**config.mk**
```make
export PLATFORM = sky130hd
export DESIGN_NAME = frog_input_conditioner
export DESIGN_NICKNAME = d
export VERILOG_FILES = /design/src/rtl/frog_input_conditioner.sv
export SDC_FILE = /design/constraint.sdc
export NUM_CORES = 1
export LEC_CHECK = 0
export ABC_CLOCK_PERIOD_IN_PS = 3800
export BUFFER_PORTS_ARGS = -buffer_cell sky130_fd_sc_hd__buf_2
export CORE_ASPECT_RATIO = 1.4
export CORE_MARGIN = 4
export CORE_UTILIZATION = 30
export DETAILED_ROUTE_END_ITERATION = 8
export PLACE_DENSITY_LB_ADDON = 0.05
export SLEW_MARGIN = 25
export SYNTH_ARGS = -nofsm -noshare
export SYNTH_HDL_FRONTEND = slang
export SYNTH_SLANG_ARGS = --single-unit
export TNS_END_PERCENT = 10
```
**constraint.sdc**
```tcl
create_clock -name CLOCK_50 -period 3.8 [get_ports CLOCK_50]
set_clock_uncertainty 0.05 [all_clocks]
set_input_delay 0.57 -clock CLOCK_50 [delete_from_list [all_inputs] [get_ports CLOCK_50]]
set_output_delay 0.57 -clock CLOCK_50 [all_outputs]
set_load 0.005 [all_outputs]
```
**src/rtl/frog_input_conditioner.sv**
```systemverilog
// Button front end for the frog game: synchronizes and debounces four active-low buttons
// and issues one prioritized step per press over valid/ready. Define AUTO_REPEAT_EN for hold-to-repeat.
module frog_input_conditioner #(
  parameter int DEBOUNCE_CYCLES = 1000000,
  parameter int REPEAT_DELAY    = 25000000,
  parameter int REPEAT_PERIOD   = 5000000
) (
  input  logic       CLOCK_50,
  input  logic       reset,
  input  logic       move_r,
  input  logic       move_l,
  input  logic       move_u,
  input  logic       move_d,
  input  logic       step_ready,
  output logic       step_valid,
  output logic [1:0] step_dir,
  output logic       any_pressed,
  output logic       repeat_active
);

  localparam int DW = $clog2(DEBOUNCE_CYCLES + 1);
  localparam logic [DW-1:0] DB_MAX = DW'(DEBOUNCE_CYCLES);
  localparam logic [DW-1:0] DB_ONE = DW'(1);

  typedef enum logic [1:0] {
    IDLE  = 2'b00,
    ISSUE = 2'b01,
    HOLD  = 2'b10
  } state_e;

  // Bit index equals the step_dir code: 0 right, 1 left, 2 down, 3 up.
  logic [3:0]    raw_s;
  logic [3:0]    sync1_q, sync2_q;
  logic [3:0]    stable_q, stable_d;
  logic [DW-1:0] db_cnt_q [4];
  logic [DW-1:0] db_cnt_d [4];
  logic [3:0]    pressed_s;
  logic [1:0]    prio_dir_s;

  state_e     state_q, state_d;
  logic [1:0] dir_q, dir_d;
  logic       any_pressed_q;

  assign raw_s     = {move_u, move_d, move_l, move_r};
  assign pressed_s = ~stable_q;

  always_comb begin
    for (int i = 0; i < 4; i++) begin
      stable_d[i] = stable_q[i];
      db_cnt_d[i] = '0;
      if (sync2_q[i] != stable_q[i]) begin
        if ((db_cnt_q[i] + DB_ONE) == DB_MAX) begin
          stable_d[i] = sync2_q[i];
        end else begin
          db_cnt_d[i] = db_cnt_q[i] + DB_ONE;
        end
      end
    end
  end

  always_ff @(posedge CLOCK_50 or negedge reset) begin
    if (!reset) begin
      sync1_q  <= 4'b1111;
      sync2_q  <= 4'b1111;
      stable_q <= 4'b1111;
      for (int i = 0; i < 4; i++) db_cnt_q[i] <= '0;
    end else begin
      sync1_q  <= raw_s;
      sync2_q  <= sync1_q;
      stable_q <= stable_d;
      for (int i = 0; i < 4; i++) db_cnt_q[i] <= db_cnt_d[i];
    end
  end

  always_comb begin
    if (pressed_s[0]) begin
      prio_dir_s = 2'b00;
    end else if (pressed_s[1]) begin
      prio_dir_s = 2'b01;
    end else if (pressed_s[2]) begin
      prio_dir_s = 2'b10;
    end else if (pressed_s[3]) begin
      prio_dir_s = 2'b11;
    end else begin
      prio_dir_s = 2'b00;
    end
  end

`ifdef AUTO_REPEAT_EN
  localparam int RMAX = (REPEAT_DELAY > REPEAT_PERIOD) ? REPEAT_DELAY : REPEAT_PERIOD;
  localparam int RW   = ($clog2(RMAX) < 1) ? 1 : $clog2(RMAX);
  localparam logic [RW-1:0] RD_LOAD = RW'(REPEAT_DELAY - 1);
  localparam logic [RW-1:0] RP_LOAD = RW'(REPEAT_PERIOD - 1);
  localparam logic [RW-1:0] R_ONE   = RW'(1);

  logic [RW-1:0] rpt_cnt_q, rpt_cnt_d;
  logic          rpt_act_q, rpt_act_d;

  assign repeat_active = rpt_act_q;
`else
  assign repeat_active = 1'b0;
`endif

  always_comb begin
    state_d = state_q;
    dir_d   = dir_q;
`ifdef AUTO_REPEAT_EN
    rpt_cnt_d = rpt_cnt_q;
    rpt_act_d = rpt_act_q;
`endif
    case (state_q)
      IDLE: begin
`ifdef AUTO_REPEAT_EN
        rpt_act_d = 1'b0;
`endif
        if (|pressed_s) begin
          dir_d   = prio_dir_s;
          state_d = ISSUE;
        end else begin
          state_d = IDLE;
        end
      end
      ISSUE: begin
        if (step_ready) begin
          state_d = HOLD;
`ifdef AUTO_REPEAT_EN
          rpt_cnt_d = rpt_act_q ? RP_LOAD : RD_LOAD;
`endif
        end else begin
          state_d = ISSUE;
        end
      end
      HOLD: begin
        // Only the latched button matters here; others wait for IDLE.
        if (!pressed_s[dir_q]) begin
          state_d = IDLE;
`ifdef AUTO_REPEAT_EN
          rpt_act_d = 1'b0;
        end else if (rpt_cnt_q == '0) begin
          state_d   = ISSUE;
          rpt_act_d = 1'b1;
        end else begin
          rpt_cnt_d = rpt_cnt_q - R_ONE;
`else
        end else begin
          state_d = HOLD;
`endif
        end
      end
      default: begin
        state_d = IDLE;
      end
    endcase
  end

  always_ff @(posedge CLOCK_50 or negedge reset) begin
    if (!reset) begin
      state_q       <= IDLE;
      dir_q         <= 2'b00;
      any_pressed_q <= 1'b0;
`ifdef AUTO_REPEAT_EN
      rpt_cnt_q     <= '0;
      rpt_act_q     <= 1'b0;
`endif
    end else begin
      state_q       <= state_d;
      dir_q         <= dir_d;
      any_pressed_q <= |pressed_s;
`ifdef AUTO_REPEAT_EN
      rpt_cnt_q     <= rpt_cnt_d;
      rpt_act_q     <= rpt_act_d;
`endif
    end
  end

  assign step_valid  = (state_q == ISSUE);
  assign step_dir    = dir_q;
  assign any_pressed = any_pressed_q;

endmodule
```
==> key figures <==
Clock network
  • Clock-pin slew on the worst setup and hold paths: 0.07 ns
  • H-tree depth: 3
  • CTS tree: built
  • Clock buffers created by TritonCTS: 9
  • Clock Latency Late Sink: 0.35 ns
  • Clk root buf: clkbuf_16
  • Post_cts resized: 0
  • CTS hold repair buffers: 0
  • Max Buffers Root-to-Sink: 2
  • Setup Buffers After CTS: 0
  • CTS sink cnt: 97

GRT
  • Global Route met1 Usage: 15.9%
  • Vias in the first global route: 4271
  • Global-route usage over all layers: 12.6%
  • M3 GR Usage: 1.71%
  • M2 GR Usage: 21.8%
  • Largest net degree at the start of global routing: 73
  • Global route hottest layer: met2
  • Initial antenna violation count: 0
  • Total gr overflow: 0
  • First-pass GRT wire length: 21100 µm

Logic synthesis
  • Mapped Area: 5510 µm²
  • Synth Warn #: 0
  • Share of the synthesized area in the top cell type: 38.6%
  • Post-synth net total: 591
  • Leading area contributor after synthesis: dfrtp_1
  • Avg Inst Size Synth: 9.57 µm²
  • Post-synth top flop: dfrtp_1
  • Post-synth EDFFs: 0
  • Number of synthesized register bits: 97
  • Ranking of synthesized cells by area: dfrtp_1 (39%), xnor2_1 (6.8%), dfstp_2 (5.7%)
  • Library cells used by synthesis: 65
  • Share of synthesized flip-flops with an asynchronous set or reset: 100%
  • Sequential fraction of the synthesis area: 44.3%
  • Synth Instances: 576

Critical path
  • Crit path arrival time: 3.09 ns
  • Crit end category: flip-flop
  • WP data required: 4.02 ns
  • Startpoint Class: flip-flop
  • Crit Path Category: reg -> reg
  • CP Max Fanout: 8
  • Reg2Reg Depth: 8

Layout
  • Area delta synth->final: 10.6%
  • Layout cells sized above 1: 11.5%
  • Most frequent cells in the layout: dfrtp_1 (85), nor2_1 (59), nor3_1 (48)
  • Ant. Diodes: 0
  • Most common cell after layout, fill and taps aside: dfrtp_1
  • FILL cells: 1906
  • Post-layout nets: 593
  • Fin util: 33.9%

STA
  • Setup TNS: 0 ns
  • RSZ-0062 raised after global routing: no
  • Post-route setup slack: 0.935 ns
  • Final Max Slew Viols: 0
  • Max_slew headroom: 53.2%
  • Final hold vios: 0
  • Post-layout minimum cycle time: 2.87 ns
  • Count of final setup violators: 0
  • Fmax achieved: 349 MHz
  • Part of the cycle the worst path needs: 75.4%
  • Least-Margin Pin Slew: 0.692 ns

Place
  • Worst slack, placed: 0.895 ns
  • GP Congestion: 0.789
  • IO buf count: 10
  • DP HPWL: 8550 µm

Floorplan
  • Die Y-Extent: 168 µm
  • Full die area: 20600 µm²
  • Io pins: 12
  • Chip width: 123 µm
  • Cell Rows: 58
  • Core area: 18000 µm²
  • Effective utilization at floorplan: 30.6%

Routing
  • Drt first pass iters: 4
  • WL/cell: 14.7 µm
  • ANT nets after route: 0
  • Final WL: 12100 µm
  • Drt first-iter violations: 292
  • Vias post-DR: 4103
  • DRC viols: 0
  • Vias per Instance: 4.99

Job
  • Max-cap viol count: 0

Pwr
  • Leakage: 2.30 nW
  • VDD IR-drop max: 0.188 mV
  • P per Cell Area: 349 nW/µm²

Run status
  • Status: finished clean

Worst hold path
  • Hold Crit Class: in -> async
[per-stage QoR]
stage,total power [W],area [µm²],instances,hold slack [ns]
4_1_cts,0.00217,6090,823,0.237
6_report,0.00213,6090,823,0.183
3_3_place_gp,0.00126,5810,807,0.296
3_5_place_dp,0.00126,5810,807,0.297
5_1_grt,0.00224,6090,823,0.246
2_1_floorplan,0.00120,5510,576,0.224
[where the power goes]
part,total (W),internal (W),leakage (nW),switching [W]
combinational,0.000128,0.0000539,0.867,0.0000742
sequential,0.00111,0.00107,1.29,0.0000442
clock,0.000888,0.000467,0.136,0.000422
total,0.00213,0.00159,2.30,0.000540
[worst max-delay path: stages, from the launching register on]
cell	delay, ns
dfrtp_1	0.47
ha_1	0.35
inv_1	0.11
or4_1	0.60
nor3_1	0.23
o22ai_1	0.16
nor4_4	0.30
buf_4	0.20
mux2_1	0.32
[cell usage after synthesis (3+ instances only)]
cell	n
o21ba_2	3
nor4b_1	3
nor3b_1	9
xnor2_1	43
a31oi_1	4
mux2i_1	3
inv_1	17
or4_1	3
nand3_1	32
buf_4	3
xor2_1	29
nand4_1	28
ha_1	8
nor3_1	48
nand4b_1	3
a21oi_1	8
o31a_1	3
and4_1	9
and3_1	13
o2111ai_1	4
o211ai_1	4
nor4_1	9
and4b_1	3
o21ai_0	9
dfrtp_1	85
clkbuf_1	17
nand2_1	33
nor2b_1	6
buf_2	8
and2_1	6
dfstp_2	12
or3_1	8
nor2_1	59
a211oi_1	5
[layout make-up]
class                           instances  area (µm²)  area share (%)
Multi-Input combinational cell        433        2870            47.2
Sequential cell                        97        2440            40.1
Tap cell                              240         300            4.93
Clock buffer                           11         243            3.98
Timing Repair Buffer                   20         131            2.16
Inverter                               17        63.8            1.05
Clock inverter                          5        38.8           0.637
[kinds of logic after synthesis]
kind of cell    after synthesis  synth area share, %
compound gates               57                 7.72
xor+xnor                     72                 11.4
fa+ha+maj                     8                 1.82
buf+inv                      46                 3.54
flops                        97                 44.3
mux                           8                 1.84
other cells                   1               0.0680
simple gates                287                 29.3
[layer usage]
layer  vias to the layer above  part of all wire, %
li1                       2084                    -
met1                      1972                   46
met2                        35                   50
met3                        12                  2.1
met4                         0                  1.7
met5                         -                    0
[worst paths after layout]
check,to,slack (ns),startpoint
worst max-delay path,stable_q[3],0.93,db_cnt_q[0]
worst min-delay path,db_cnt_q[66],0.18,reset
worst max register to register,stable_q[3],0.93,db_cnt_q[0]
worst min register to register,sync2_q[1],0.31,sync1_q[1]
max in group asynchronous,sync2_q[3],2.76,reset
min in group CLOCK_50,sync1_q[2],0.26,move_d
[sequential cells by signal, summed over array words and instances, names as in the netlist]
name,cells
db_cnt_q,80
stable_q,4
sync1_q,4
sync2_q,4
state_q,2
step_dir,2
any_pressed,1
No activity file was read; power rests on OpenSTA's default activity.
